--- config.mk ---
export PLATFORM = sky130hd
export DESIGN_NAME = sram_req_arbiter_flat
export DESIGN_NICKNAME = d
export VERILOG_FILES = /design/src/rtl/sram_req_arbiter_if.sv /design/src/rtl/sram_req_arbiter.sv /design/src/flat_wrapper.sv
export SDC_FILE = /design/constraint.sdc
export NUM_CORES = 1
export LEC_CHECK = 0
export ABC_CLOCK_PERIOD_IN_PS = 2700
export BUFFER_PORTS_ARGS = -buffer_cell sky130_fd_sc_hd__buf_4
export CORE_AREA = 2 2 124 126
export DETAILED_ROUTE_END_ITERATION = 6
export DIE_AREA = 0 0 126 128
export PLACE_DENSITY = 0.45
export SYNTH_ARGS = -nofsm -noshare
export SYNTH_HDL_FRONTEND = slang
export SYNTH_SLANG_ARGS = --single-unit
--- constraint.sdc ---
create_clock -name clk_i -period 2.7 [get_ports clk_i]
set_clock_uncertainty 0.1 [all_clocks]
set_input_delay 0.405 -clock clk_i [delete_from_list [all_inputs] [get_ports clk_i]]
set_output_delay 0.405 -clock clk_i [all_outputs]
set_load 0.01 [all_outputs]
--- src/rtl/sram_req_arbiter_if.sv ---
`default_nettype none
// ---------------------------------------------------------------------------
// sram_req_arbiter_if : SRAM-like request/response bus (one per port)
// Revision: 1.0
// ---------------------------------------------------------------------------
interface sram_req_arbiter_if;
    logic        req;
    logic        wr;
    logic [1:0]  size;
    logic [31:0] addr;
    logic [3:0]  wstrb;
    logic [31:0] wdata;
    logic        addr_ok;
    logic        data_ok;
    logic [31:0] rdata;

    modport master (
        output req, wr, size, addr, wstrb, wdata,
        input  addr_ok, data_ok, rdata
    );

    modport slave (
        input  req, wr, size, addr, wstrb, wdata,
        output addr_ok, data_ok, rdata
    );
endinterface
`default_nettype wire

--- src/rtl/sram_req_arbiter.sv ---
`default_nettype none
// ---------------------------------------------------------------------------
// sram_req_arbiter : data-first arbiter of inst/data requesters onto one
//                    SRAM-like port, with in-order ID FIFO for response routing
// Revision: 1.0
// ---------------------------------------------------------------------------
module sram_req_arbiter #(
    parameter int OUTSTANDING = 2,
    parameter int PTR_W       = 1
) (
    input  wire logic          clk_i,
    input  wire logic          reset_i,
    sram_req_arbiter_if.slave  inst_if,
    sram_req_arbiter_if.slave  data_if,
    sram_req_arbiter_if.master mem_if,
    output logic               busy_o,
    output logic               orphan_err_o
);
    localparam logic [PTR_W-1:0] c_last_ptr = PTR_W'(OUTSTANDING - 1);
    localparam logic [PTR_W:0]   c_depth    = (PTR_W + 1)'(OUTSTANDING);

    logic [OUTSTANDING-1:0] id_fifo_q;
    logic [PTR_W-1:0]       wr_ptr_q, wr_ptr_d, rd_ptr_q, rd_ptr_d;
    logic [PTR_W:0]         count_q, count_d;
    logic                   lock_vld_q, lock_vld_d, lock_id_q, lock_id_d;
    logic                   busy_q, orphan_q;
    logic                   w_full, w_gnt_vld, w_gnt_id, w_gnt_req;
    logic                   w_push, w_pop, w_head_id;

    function automatic logic [PTR_W-1:0] ptr_inc(input logic [PTR_W-1:0] p);
        return (p == c_last_ptr) ? '0 : p + 1'b1;
    endfunction

    // A locked grant keeps the memory payload stable until the handshake completes.
    always_comb begin
        w_gnt_vld = 1'b0;
        w_gnt_id  = 1'b0;
        if (!reset_i) begin
            if (lock_vld_q) begin
                w_gnt_vld = 1'b1;
                w_gnt_id  = lock_id_q;
            end else if (data_if.req) begin
                w_gnt_vld = 1'b1;
                w_gnt_id  = 1'b1;
            end else if (inst_if.req) begin
                w_gnt_vld = 1'b1;
                w_gnt_id  = 1'b0;
            end
        end
    end

    always_comb begin
        w_full    = (count_q == c_depth);
        w_gnt_req = w_gnt_vld && (w_gnt_id ? data_if.req : inst_if.req);
        mem_if.req   = w_gnt_req && !w_full;
        mem_if.wr    = 1'b0;
        mem_if.size  = 2'd0;
        mem_if.addr  = 32'd0;
        mem_if.wstrb = 4'd0;
        mem_if.wdata = 32'd0;
        if (w_gnt_vld && w_gnt_id) begin
            mem_if.wr    = data_if.wr;
            mem_if.size  = data_if.size;
            mem_if.addr  = data_if.addr;
            mem_if.wstrb = data_if.wstrb;
            mem_if.wdata = data_if.wdata;
        end else if (w_gnt_vld) begin
            mem_if.wr    = inst_if.wr;
            mem_if.size  = inst_if.size;
            mem_if.addr  = inst_if.addr;
            mem_if.wstrb = inst_if.wstrb;
            mem_if.wdata = inst_if.wdata;
        end
    end

    always_comb begin
        w_push    = mem_if.req && mem_if.addr_ok;
        w_pop     = mem_if.data_ok && (count_q != '0);
        w_head_id = id_fifo_q[rd_ptr_q];

        inst_if.addr_ok = w_push && !w_gnt_id;
        data_if.addr_ok = w_push &&  w_gnt_id;
        inst_if.data_ok = w_pop && !w_head_id;
        data_if.data_ok = w_pop &&  w_head_id;
        inst_if.rdata   = inst_if.data_ok ? mem_if.rdata : 32'd0;
        data_if.rdata   = data_if.data_ok ? mem_if.rdata : 32'd0;

        wr_ptr_d = w_push ? ptr_inc(wr_ptr_q) : wr_ptr_q;
        rd_ptr_d = w_pop  ? ptr_inc(rd_ptr_q) : rd_ptr_q;
        count_d  = count_q;
        case ({w_push, w_pop})
            2'b10:   count_d = count_q + 1'b1;
            2'b01:   count_d = count_q - 1'b1;
            default: count_d = count_q;
        endcase

        lock_vld_d = mem_if.req && !mem_if.addr_ok;
        lock_id_d  = lock_vld_d ? w_gnt_id : 1'b0;
    end

    always_ff @(posedge clk_i or posedge reset_i) begin
        if (reset_i) begin
            id_fifo_q  <= '0;
            wr_ptr_q   <= '0;
            rd_ptr_q   <= '0;
            count_q    <= '0;
            lock_vld_q <= 1'b0;
            lock_id_q  <= 1'b0;
            busy_q     <= 1'b0;
            orphan_q   <= 1'b0;
        end else begin
            if (w_push) begin
                id_fifo_q[wr_ptr_q] <= w_gnt_id;
            end
            wr_ptr_q   <= wr_ptr_d;
            rd_ptr_q   <= rd_ptr_d;
            count_q    <= count_d;
            lock_vld_q <= lock_vld_d;
            lock_id_q  <= lock_id_d;
            busy_q     <= (count_d != '0);
            if (mem_if.data_ok && (count_q == '0)) begin
                orphan_q <= 1'b1;
            end
        end
    end

    assign busy_o       = busy_q;
    assign orphan_err_o = orphan_q;
endmodule
`default_nettype wire

--- src/flat_wrapper.sv ---
// flat-port wrapper written by rule: the top's interface ports become plain ports
module sram_req_arbiter_flat 
#(
    parameter int OUTSTANDING = 2,
    parameter int PTR_W       = 1
)
  (clk_i, reset_i, busy_o, orphan_err_o, inst_if_req, inst_if_wr, inst_if_size, inst_if_addr, inst_if_wstrb, inst_if_wdata, inst_if_addr_ok, inst_if_data_ok, inst_if_rdata, data_if_req, data_if_wr, data_if_size, data_if_addr, data_if_wstrb, data_if_wdata, data_if_addr_ok, data_if_data_ok, data_if_rdata, mem_if_req, mem_if_wr, mem_if_size, mem_if_addr, mem_if_wstrb, mem_if_wdata, mem_if_addr_ok, mem_if_data_ok, mem_if_rdata);
  sram_req_arbiter_if inst_if_i ();
  sram_req_arbiter_if data_if_i ();
  sram_req_arbiter_if mem_if_i ();
  input  wire logic clk_i;
  input  wire logic reset_i;
  output logic busy_o;
  output logic orphan_err_o;
  input wire logic [$bits(inst_if_i.req)-1:0] inst_if_req;
  input wire logic [$bits(inst_if_i.wr)-1:0] inst_if_wr;
  input wire logic [$bits(inst_if_i.size)-1:0] inst_if_size;
  input wire logic [$bits(inst_if_i.addr)-1:0] inst_if_addr;
  input wire logic [$bits(inst_if_i.wstrb)-1:0] inst_if_wstrb;
  input wire logic [$bits(inst_if_i.wdata)-1:0] inst_if_wdata;
  output wire logic [$bits(inst_if_i.addr_ok)-1:0] inst_if_addr_ok;
  output wire logic [$bits(inst_if_i.data_ok)-1:0] inst_if_data_ok;
  output wire logic [$bits(inst_if_i.rdata)-1:0] inst_if_rdata;
  input wire logic [$bits(data_if_i.req)-1:0] data_if_req;
  input wire logic [$bits(data_if_i.wr)-1:0] data_if_wr;
  input wire logic [$bits(data_if_i.size)-1:0] data_if_size;
  input wire logic [$bits(data_if_i.addr)-1:0] data_if_addr;
  input wire logic [$bits(data_if_i.wstrb)-1:0] data_if_wstrb;
  input wire logic [$bits(data_if_i.wdata)-1:0] data_if_wdata;
  output wire logic [$bits(data_if_i.addr_ok)-1:0] data_if_addr_ok;
  output wire logic [$bits(data_if_i.data_ok)-1:0] data_if_data_ok;
  output wire logic [$bits(data_if_i.rdata)-1:0] data_if_rdata;
  output wire logic [$bits(mem_if_i.req)-1:0] mem_if_req;
  output wire logic [$bits(mem_if_i.wr)-1:0] mem_if_wr;
  output wire logic [$bits(mem_if_i.size)-1:0] mem_if_size;
  output wire logic [$bits(mem_if_i.addr)-1:0] mem_if_addr;
  output wire logic [$bits(mem_if_i.wstrb)-1:0] mem_if_wstrb;
  output wire logic [$bits(mem_if_i.wdata)-1:0] mem_if_wdata;
  input wire logic [$bits(mem_if_i.addr_ok)-1:0] mem_if_addr_ok;
  input wire logic [$bits(mem_if_i.data_ok)-1:0] mem_if_data_ok;
  input wire logic [$bits(mem_if_i.rdata)-1:0] mem_if_rdata;
  assign inst_if_i.req = inst_if_req;
  assign inst_if_i.wr = inst_if_wr;
  assign inst_if_i.size = inst_if_size;
  assign inst_if_i.addr = inst_if_addr;
  assign inst_if_i.wstrb = inst_if_wstrb;
  assign inst_if_i.wdata = inst_if_wdata;
  assign inst_if_addr_ok = inst_if_i.addr_ok;
  assign inst_if_data_ok = inst_if_i.data_ok;
  assign inst_if_rdata = inst_if_i.rdata;
  assign data_if_i.req = data_if_req;
  assign data_if_i.wr = data_if_wr;
  assign data_if_i.size = data_if_size;
  assign data_if_i.addr = data_if_addr;
  assign data_if_i.wstrb = data_if_wstrb;
  assign data_if_i.wdata = data_if_wdata;
  assign data_if_addr_ok = data_if_i.addr_ok;
  assign data_if_data_ok = data_if_i.data_ok;
  assign data_if_rdata = data_if_i.rdata;
  assign mem_if_req = mem_if_i.req;
  assign mem_if_wr = mem_if_i.wr;
  assign mem_if_size = mem_if_i.size;
  assign mem_if_addr = mem_if_i.addr;
  assign mem_if_wstrb = mem_if_i.wstrb;
  assign mem_if_wdata = mem_if_i.wdata;
  assign mem_if_i.addr_ok = mem_if_addr_ok;
  assign mem_if_i.data_ok = mem_if_data_ok;
  assign mem_if_i.rdata = mem_if_rdata;
  sram_req_arbiter #(.OUTSTANDING(OUTSTANDING), .PTR_W(PTR_W)) u_core (.clk_i(clk_i), .reset_i(reset_i), .inst_if(inst_if_i), .data_if(data_if_i), .mem_if(mem_if_i), .busy_o(busy_o), .orphan_err_o(orphan_err_o));
endmodule
# [Word level (Yosys, flattened, before mapping)]
# Cells that the tools add are included.
[op_classes] addsub=4 magnitude_cmp=3 n_reduce_logical=19 n_eq_ne=3 muxes=29
[ops] cell="2-to-1 mux 32 bit" count=6
[ops] cell="2-to-1 mux 1 bit" count=16
[ops] cell="logical AND 1 bit" count=12
[ops] cell="2-to-1 mux 4 bit" count=2
[ops] cell="== test 2 bit (second input constant)" count=2
[ops] cell="zero test 1 bit" count=4
[ops] cell="less-than comparator 1 x 2 -> 1 bit (second input constant)" count=2
[ops] cell="2-to-1 mux 2 bit" count=2
[ops] cell="case mux 2 bit (2 select lines)" count=1
[ops] cell="nonzero test 2 bit" count=2
[ops] cell="adder 1 bit (second input constant)" count=2
[ops] cell="adder 2 x 1 -> 2 bit (second input constant)" count=1
[ops] cell="bitwise mux 2 bit" count=1
[ops] cell="== test 2 x 1 -> 1 bit (second input constant)" count=1
[ops] cell="zero test 2 bit" count=1
[ops] cell="subtractor 2 x 1 -> 2 bit (second input constant)" count=1
[ops] cell="demux 1 bit (select 1 bit)" count=1
[ops] cell="greater-or-equal comparator 1 bit (second input constant)" count=1
[totals] reg_bits=10 input_bits=180 wordCells=66

# [Longest topological paths before layout]
# Gate-level depths: netlist of the first run.
[logic_depth] word_depth=10 ltp_mapped=8 ltp_nobuf=8

# [Worst setup path after synthesis of the first run]
# OpenSTA, ideal clock, no wires.
[synth_path] path_kind="input to register" start="input port reset_i" end="register u_core.busy_q (netlist: u_core.busy_o)" arrival_time_ns=1.900 setup_ns=0.127 t_required_ns=2.473 stages=8 path_slack_ns=0.573 cell_sequence="inv_1 > a31o_2 > nand4_1 > ha_1 > xnor2_1 > nor2_1 > xor2_1 > or2_2"
[synth_via] elab_chain_len=8 word_cells_on_any_way=10 cone_classes="2 x eq/ne; 4 x mux; 4 x reduce/logical"
[synth_rtl] item="from (decl)" line="flat_wrapper.sv:12" source="input wire logic reset_i;"
[synth_rtl] item="2-to-1 mux 1 bit" line="sram_req_arbiter.sv:38" source="if (!reset_i) begin"
[synth_rtl] item="2-to-1 mux 1 bit" line="sram_req_arbiter.sv:54" source="w_gnt_req = w_gnt_vld && (w_gnt_id ? data_if.req : inst_if.req);"
[synth_rtl] item="logical AND 1 bit *" line="sram_req_arbiter.sv:54"
[synth_rtl] item="logical AND 1 bit *" line="sram_req_arbiter.sv:55" source="mem_if.req = w_gnt_req && !w_full;"
[synth_rtl] item="logical AND 1 bit *" line="sram_req_arbiter.sv:77" source="w_push = mem_if.req && mem_if.addr_ok;"
[synth_rtl] item="== test 2 x 1 -> 1 bit / == test 2 bit (equally long branches)" line="sram_req_arbiter.sv:91" source="case ({w_push, w_pop})"
[synth_rtl] item="case mux 2 bit (2 select lines) *" line="sram_req_arbiter.sv:91"
[synth_rtl] item="net u_core.count_d[1]" line="sram_req_arbiter.sv:24" source="logic [PTR_W:0] count_q, count_d;"
[synth_rtl] item="nonzero test 2 bit *" line="sram_req_arbiter.sv:120" source="busy_q <= (count_d != '0);"
[synth_rtl] item="to (signal assigned)" line="sram_req_arbiter.sv:120"
[synth_rtl] item="to (decl)" line="sram_req_arbiter.sv:26" source="logic busy_q, orphan_q;"
# The timed path passes the listed nets; every way through them passes the cells marked *.
# A chain may end at the register's enable or synchronous reset.

# [Worst setup path after layout of the first run]
[layout_path] start="register u_core.lock_vld_q" end="output port mem_if_addr[30]"
[layout_via] elab_chain_len=4 word_cells_on_any_way=7 cone_classes="6 x mux; 1 x reduce/logical"
[layout_rtl] item="from (decl)" line="sram_req_arbiter.sv:25" source="logic lock_vld_q, lock_vld_d, lock_id_q, lock_id_d;"
[layout_rtl] item="from (signal assigned)" line="sram_req_arbiter.sv:118" source="lock_vld_q <= lock_vld_d;"
[layout_rtl] item="2-to-1 mux 1 bit" line="sram_req_arbiter.sv:39" source="if (lock_vld_q) begin"
[layout_rtl] item="2-to-1 mux 1 bit" line="sram_req_arbiter.sv:38"
[layout_rtl] item="2-to-1 mux 32 bit / logical AND 1 bit (equally long branches)" line="sram_req_arbiter.sv:67, sram_req_arbiter.sv:61"
[layout_rtl] item="2-to-1 mux 32 bit *" line="sram_req_arbiter.sv:61" source="if (w_gnt_vld && w_gnt_id) begin"
[layout_rtl] item="to (decl)" line="flat_wrapper.sv:36" source="output wire logic [$bits(mem_if_i.addr)-1:0] mem_if_addr;"
# Mark *: on every way between the ends. The rest lies on a longest branch, timed or not.

==> impl_metrics.tcl, run 1 <==
set metrics [dict create \
    async_flop_share_pct 100 \
    path_cells "mux2i_1, or2_2, buf_12, nand2_1, a21oi_1, buf_4" \
    busiest_layer "met2" \
    grt_use_total_pct 13.3 \
    slowest_delay_ps 400 \
    worstMarginPinSlew_ps 416 \
    antenna_found_initial 0 \
    wl_per_cell_um 14.0 \
    end_kind "primary output" \
    hold_buffers 0 \
    start_kind "register" \
    powerDensity_nw_per_um2 417 \
    fill_cells 1646 \
    area_growth_pct 137 \
    syn-num-nets 538 \
    vias 3481 \
    cpMaxStageDelayCell "dfrtp_1" \
    dieArea_um2 16100 \
    max_freq_mhz 398 \
    grt_pass1_vias 3446 \
    gr-usage-met1_pct 14.7 \
    cts_sinks 10 \
    start_util_pct 13.2 \
    fin_tns_setup_ps 0 \
    synth_cells 357 \
    crit_family "buffers and inverters" \
    cp_max_fo 56 \
    status "complete, no violations" \
    slew_headroom_pct 72.2 \
    first_pass_iters 4 \
    grt.met3_usage_pct 3.01 \
    maxCapViolCount 0 \
    drt-total-wl_um 11900 \
    hold_viol_final 0 \
    fp.dieH_um 128 \
    htree_levels 1 \
    setup_viol 0 \
    clkLatencyLatePin_ps 230 \
    detailed_place_hpwl_um 10000 \
    numPortBuffers 321 \
    ys_top_cells_by_count "nand2_1 (143), a21oi_1 (71), and2_1 (64)" \
    ant_nets 0 \
    synth-main-ff-cell "dfrtp_1" \
    reg2reg_slack_ps 440 \
    coreArea_um2 14900 \
    netlist_area_um2 1970 \
    syn_avg_cell_area_um2 5.51 \
    cts_tree "done" \
    required_ps 2190 \
    rsz0062_at_grt "no" \
    hold_path_class "in2async" \
    cts_setup_buffers 0 \
    overflow 0 \
    num_rows 45 \
    yosys_warnings 0 \
    layout-drive-gt1-share_pct 51.7 \
    path_buf_inv 2 \
    cts-buffers-inserted 3 \
    clockBufferDepth 2 \
    finalNetCount 843 \
    ys_seq_area_share_pct 12.7 \
    synth_edf_count 0 \
    synth_top_area_cell "nand2_1" \
    whs_ps 161 \
    drcViolationCount 0 \
    worstSetupPathType "reg2out" \
    grt_max_degree 57 \
    yosysTopAreaCellShare_pct 27.3 \
    cts.repair.resized 0 \
    ys_types 30 \
    slew_violations 0 \
    dr.first_iter.drc_count 149 \
    grt_pass1_wl_um 17500 \
    die_w_um 126 \
    insertedDiodeCount 0 \
    worst_ep_arrival_time_ps 2010 \
    place.gp.congestion 0.828 \
    grt.met2_usage_pct 26.3 \
    synthTopCellsByArea "nand2_1 (27%), and2_1 (20%), a21oi_1 (18%)" \
    clk_pin_slew_ps 40 \
    viasPerCell 4.10 \
    fin_crit_sh_pct 93.1 \
    synth-seq-cells 10 \
    ios 322 \
    ir_drop_mv 0.356 \
    root_buffer "clkbuf_16" \
    synth_most_common_cell "nand2_1" \
    finalCriticalPeriod_ps 2510 \
    p_leak_nw 2.53 \
]
-- final timing paths --
kind                                                 startpoint                               to  cells after the start
worst min register to register  u_core.orphan_err_o$_DFFE_PP0P_  u_core.orphan_err_o$_DFFE_PP0P_                      1
max in group asynchronous                               reset_i  u_core.id_fifo_q[0]$_DFFE_PP0P_                      3
worst min-delay path                                    reset_i      u_core.count_q[0]$_DFF_PP0_                      3
min in group clk_i                               mem_if_addr_ok       u_core.lock_id_q$_DFF_PP0_                      2
worst max-delay path                u_core.lock_vld_q$_DFF_PP0_                  mem_if_addr[30]                      6
worst max register to register      u_core.count_q[1]$_DFF_PP0_          u_core.busy_o$_DFF_PP0_                      8
-- stage by stage --
stage	setup slack (ps)	area, µm²	utilization [%]	std cells	total power [mW]
2_1_floorplan	573	1970	-	357	0.931
3_3_place_gp	352	4580	30.8	845	1.72
3_5_place_dp	351	4580	30.8	845	1.72
4_1_cts	159	4660	31.3	848	1.98
5_1_grt	113	4660	31.3	848	2.11
6_report	187	4660	31.3	848	1.94
-- worst reg2reg max path, delay by kind of cell (launching register included) --
family	cells	cell delay (ps)
adders and majority gates	1	300
and+or+nand+nor	5	1030
DFF	1	410
xor gates and xnor gates	2	280
-- cells by family after synthesis --
group	Yosys count	share of synthesized area (%)
simple gates	231	54.7
compound gates	74	19.3
buf+inv	32	8.26
flops	10	12.7
xor+xnor	5	2.22
mux	4	2.16
fa+ha+maj	1	0.636
-- cell type report --
class                   count  area, µm²  area share, %
clock buffers               3       75.1           1.61
well taps                 188        235           5.05
inverters                   2       7.51          0.161
flip-flops and latches     10        250           5.37
repair buffers            330       2530           54.3
multi-input cells         315       1560           33.5
-- where the power goes --
part	internal [mW]	switching, mW	leakage (nW)
clock network	0.191	0.0586	0.0370
logic	0.781	0.656	2.37
registers	0.207	0.0492	0.120
-- per-layer routing --
layer  vias to the layer above  part of all wire, %
met5                         -                    0
met4                         0                 0.38
met3                         4                  9.8
met2                       196                   54
met1                      1536                   35
li1                       1745                    -
-- layout by cell type, fill, tap and decap left out, drive strengths merged, types with 2 or more instances in the layout --
cell	synthesis	layout
mux2	2	2
and2	64	64
buf	25	330
inv	2	2
nor4	2	2
xnor2	4	4
dfrtp	10	10
nor3	2	2
nor2b	3	3
mux2i	2	2
nand2b	2	2
clkbuf	5	3
or2	3	3
nand2	143	143
nor2	6	6
nand3	2	2
a21oi	71	71
-- sequential cells by signal, summed over array words and instances, names as in the netlist --
signal,count
u_core.lock_id_q,1
u_core.wr_ptr_q,1
u_core.orphan_err_o,1
u_core.rd_ptr_q,1
u_core.lock_vld_q,1
u_core.count_q,2
u_core.id_fifo_q,2
u_core.busy_o,1
No activity file was read; power rests on OpenSTA's default activity.
==> run 2: changes to the inputs <==
ABC_AREA = 1   (was unset)
CORE_AREA = 2 2 127 129   (was 2 2 124 126)
DIE_AREA = 0 0 129 131   (was 0 0 126 128)
PLACE_DENSITY = 0.44   (was 0.45)
==> impl_metrics.tcl, run 2 <==
set metrics [dict create \
    intPower_mw 1.12 \
    hold_viol_final 0 \
    syn-num-nets 582 \
    grt_max_degree 60 \
    grt_pass1_vias 3182 \
    vias 3522 \
    top_regs "u_core.count_q: 2 flops, u_core.id_fifo_q: 2 flops" \
    reg2reg_slack_ps 480 \
    p_leak_nw 2.89 \
    grt_pass1_wl_um 16900 \
    place.gp.congestion 0.814 \
    yosys_warnings 0 \
    hold_path_class "in2async" \
    clkLatencyLatePin_ps 240 \
    cts-buffers-inserted 3 \
    multiInputGateArea_um2 1410 \
    stdcell_count 921 \
    place_area_um2 4620 \
    switchingPower_mw 0.859 \
    root_buffer "clkbuf_16" \
    yosysTopAreaCellShare_pct 28.4 \
    whs_ps 155 \
    synth-seq-cells 10 \
    finalNetCount 888 \
    numPortBuffers 321 \
    detailed_place_hpwl_um 10100 \
    fp.dieH_um 131 \
    syn_avg_cell_area_um2 5.07 \
    p_sw_share_pct 43.5 \
    pwr-share-comb_pct 74.3 \
    ir_drop_mv 0.211 \
    die_w_um 129 \
    worstMarginPinSlew_ps 541 \
    antenna_found_initial 0 \
    finalWorstSetupSlack_ps 328 \
    dr.first_iter.drc_count 114 \
    required_ps 2190 \
    synth_most_common_cell "nand2_1" \
    slew_headroom_pct 63.9 \
    max_freq_mhz 422 \
    final_common_cell "buf_4" \
    area_growth_pct 131 \
    cp_max_fo 59 \
    synth_edf_count 0 \
    netlist_area_um2 2030 \
    fin_crit_sh_pct 87.8 \
    status "complete, no violations" \
    place_inst 917 \
    ant_nets 0 \
    synth_cells 401 \
    async_flop_share_pct 100 \
    gr-usage-met1_pct 14.8 \
    synthTopCellsByArea "nand2_1 (28%), nand3_1 (18%), nor2_1 (13%)" \
    start_util_pct 13.0 \
    regArea_um2 250 \
    num_rows 46 \
    start_kind "register" \
    worst_ep_arrival_time_ps 1870 \
    p_clk_share_pct 13.0 \
    cts_sinks 10 \
    overflow 0 \
    rr_worst_depth 10 \
    reg2reg_to "u_core.busy_o$_DFF_PP0_" \
    grt_use_total_pct 12.5 \
    layout-drive-gt1-share_pct 49.6 \
    busiest_layer "met2" \
    ys_types 28 \
    insertedDiodeCount 0 \
    ys_top_cells_by_count "nand2_1 (154), nand3_1 (72), nor2_1 (68)" \
    p_seq_share_pct 12.7 \
    dieArea_um2 16900 \
    reg2reg_from "u_core.count_q[1]$_DFF_PP0_" \
    ios 322 \
    fin_tns_setup_ps 0 \
    drcViolationCount 0 \
    synth-main-ff-cell "dfrtp_1" \
    end_kind "primary output" \
    coreArea_um2 15600 \
    worstSetupPathType "reg2out" \
    ys_seq_area_share_pct 12.3 \
    setup_viol 0 \
    wl_per_cell_um 13.2 \
    synth_top_area_cell "nand2_1" \
    grt.met2_usage_pct 24.4 \
    dp_slack_ps 239 \
    viasPerCell 3.82 \
    maxCapViolCount 0 \
    fin_area_um2 4710 \
    htree_levels 1 \
    rsz0062_at_grt "no" \
    layout_common_cells "buf_4 (324), nand2_1 (154), nand3_1 (72)" \
    clk_pin_slew_ps 40 \
    cts_tree "done" \
    grt.met3_usage_pct 1.63 \
    drt-total-wl_um 12100 \
    powerDensity_nw_per_um2 420 \
    clockBufferDepth 2 \
    finalCriticalPeriod_ps 2370 \
    fill_cells 1741 \
    slew_violations 0 \
    first_pass_iters 4 \
]
run 2: cell count changes after synthesis, moves of 11 or more:
cell	change
a21oi_1	-70
nor2_1	+62
buf_2	-13
nand2_1	+11
nand3_1	+70
and2_1	-64
buf_4	+14
inv_1	+39
run 2: logic make-up after synthesis:
family,after synthesis,synth area share [%]
XOR/XNOR,3,1.29
AND/OR/NAND/NOR,307,64.5
flip-flops,10,12.3
adder cells (fa/ha/maj),1,0.615
multiplexers,1,0.676
AO/OA/AOI/OAI,5,2.15
buffers and inverters,74,18.5
run 2: worst max-delay path, cell delays in order (launching register included):
cell	delay [ps]
dfrtp_1	380
inv_1	60
nand2_1	60
nand3_2	60
buf_4	250
buf_6	410
nand3_1	160
nand2_1	90
buf_4	110
run 2: final cells by class:
cell class	count	share of cell area [%]
clock buffer	3	1.60
inverter	45	3.59
multi-input combinational	317	29.9
sequential	10	5.32
tap	216	5.74
timing repair buffer	330	53.8
run 2: worst max path at each step:
stage | startpoint | to | cells past startpoint
2_1_floorplan | reset_i | u_core.busy_o$_DFF_PP0_ | 9
3_3_place_gp | data_if_req | mem_if_wdata[17] | 9
3_5_place_dp | data_if_req | mem_if_wstrb[3] | 9
4_1_cts | u_core.lock_vld_q$_DFF_PP0_ | mem_if_wstrb[3] | 8
5_1_grt | u_core.lock_vld_q$_DFF_PP0_ | mem_if_wstrb[3] | 8
6_report | u_core.lock_vld_q$_DFF_PP0_ | mem_if_addr[21] | 8
run 2: power by group through the flow:
stage	clock (mW)	sequential, mW	combinational, mW
floorplan	0	0.245	0.745
global placement	0	0.251	1.48
detailed placement	0	0.252	1.49
CTS	0.263	0.251	1.49
global route	0.269	0.259	1.61
finish	0.257	0.250	1.47
run 2: timing repair:
item / 4_1_cts / 5_1_grt
endpoints found under the setup margin: 0 / 2
setup buffers: 0 / 0
endpoints found under the hold margin: 1 / 0
resized for setup: 0 / 1
hold buffers: 1 / 0
run 2: metrics by stage:
stage	util [%]	total power [mW]
after floorplan	-	0.990
after global routing	30.2	2.14
after CTS	30.1	2.01
after global placement	29.6	1.73
final	30.2	1.98
after detailed placement	29.6	1.74
run 2: metal layers:
metal  wire [µm]  vias up
met5           0        -
met4          74        0
met3         613        5
met2        6870      131
met1        4570     1553
li1            -     1833
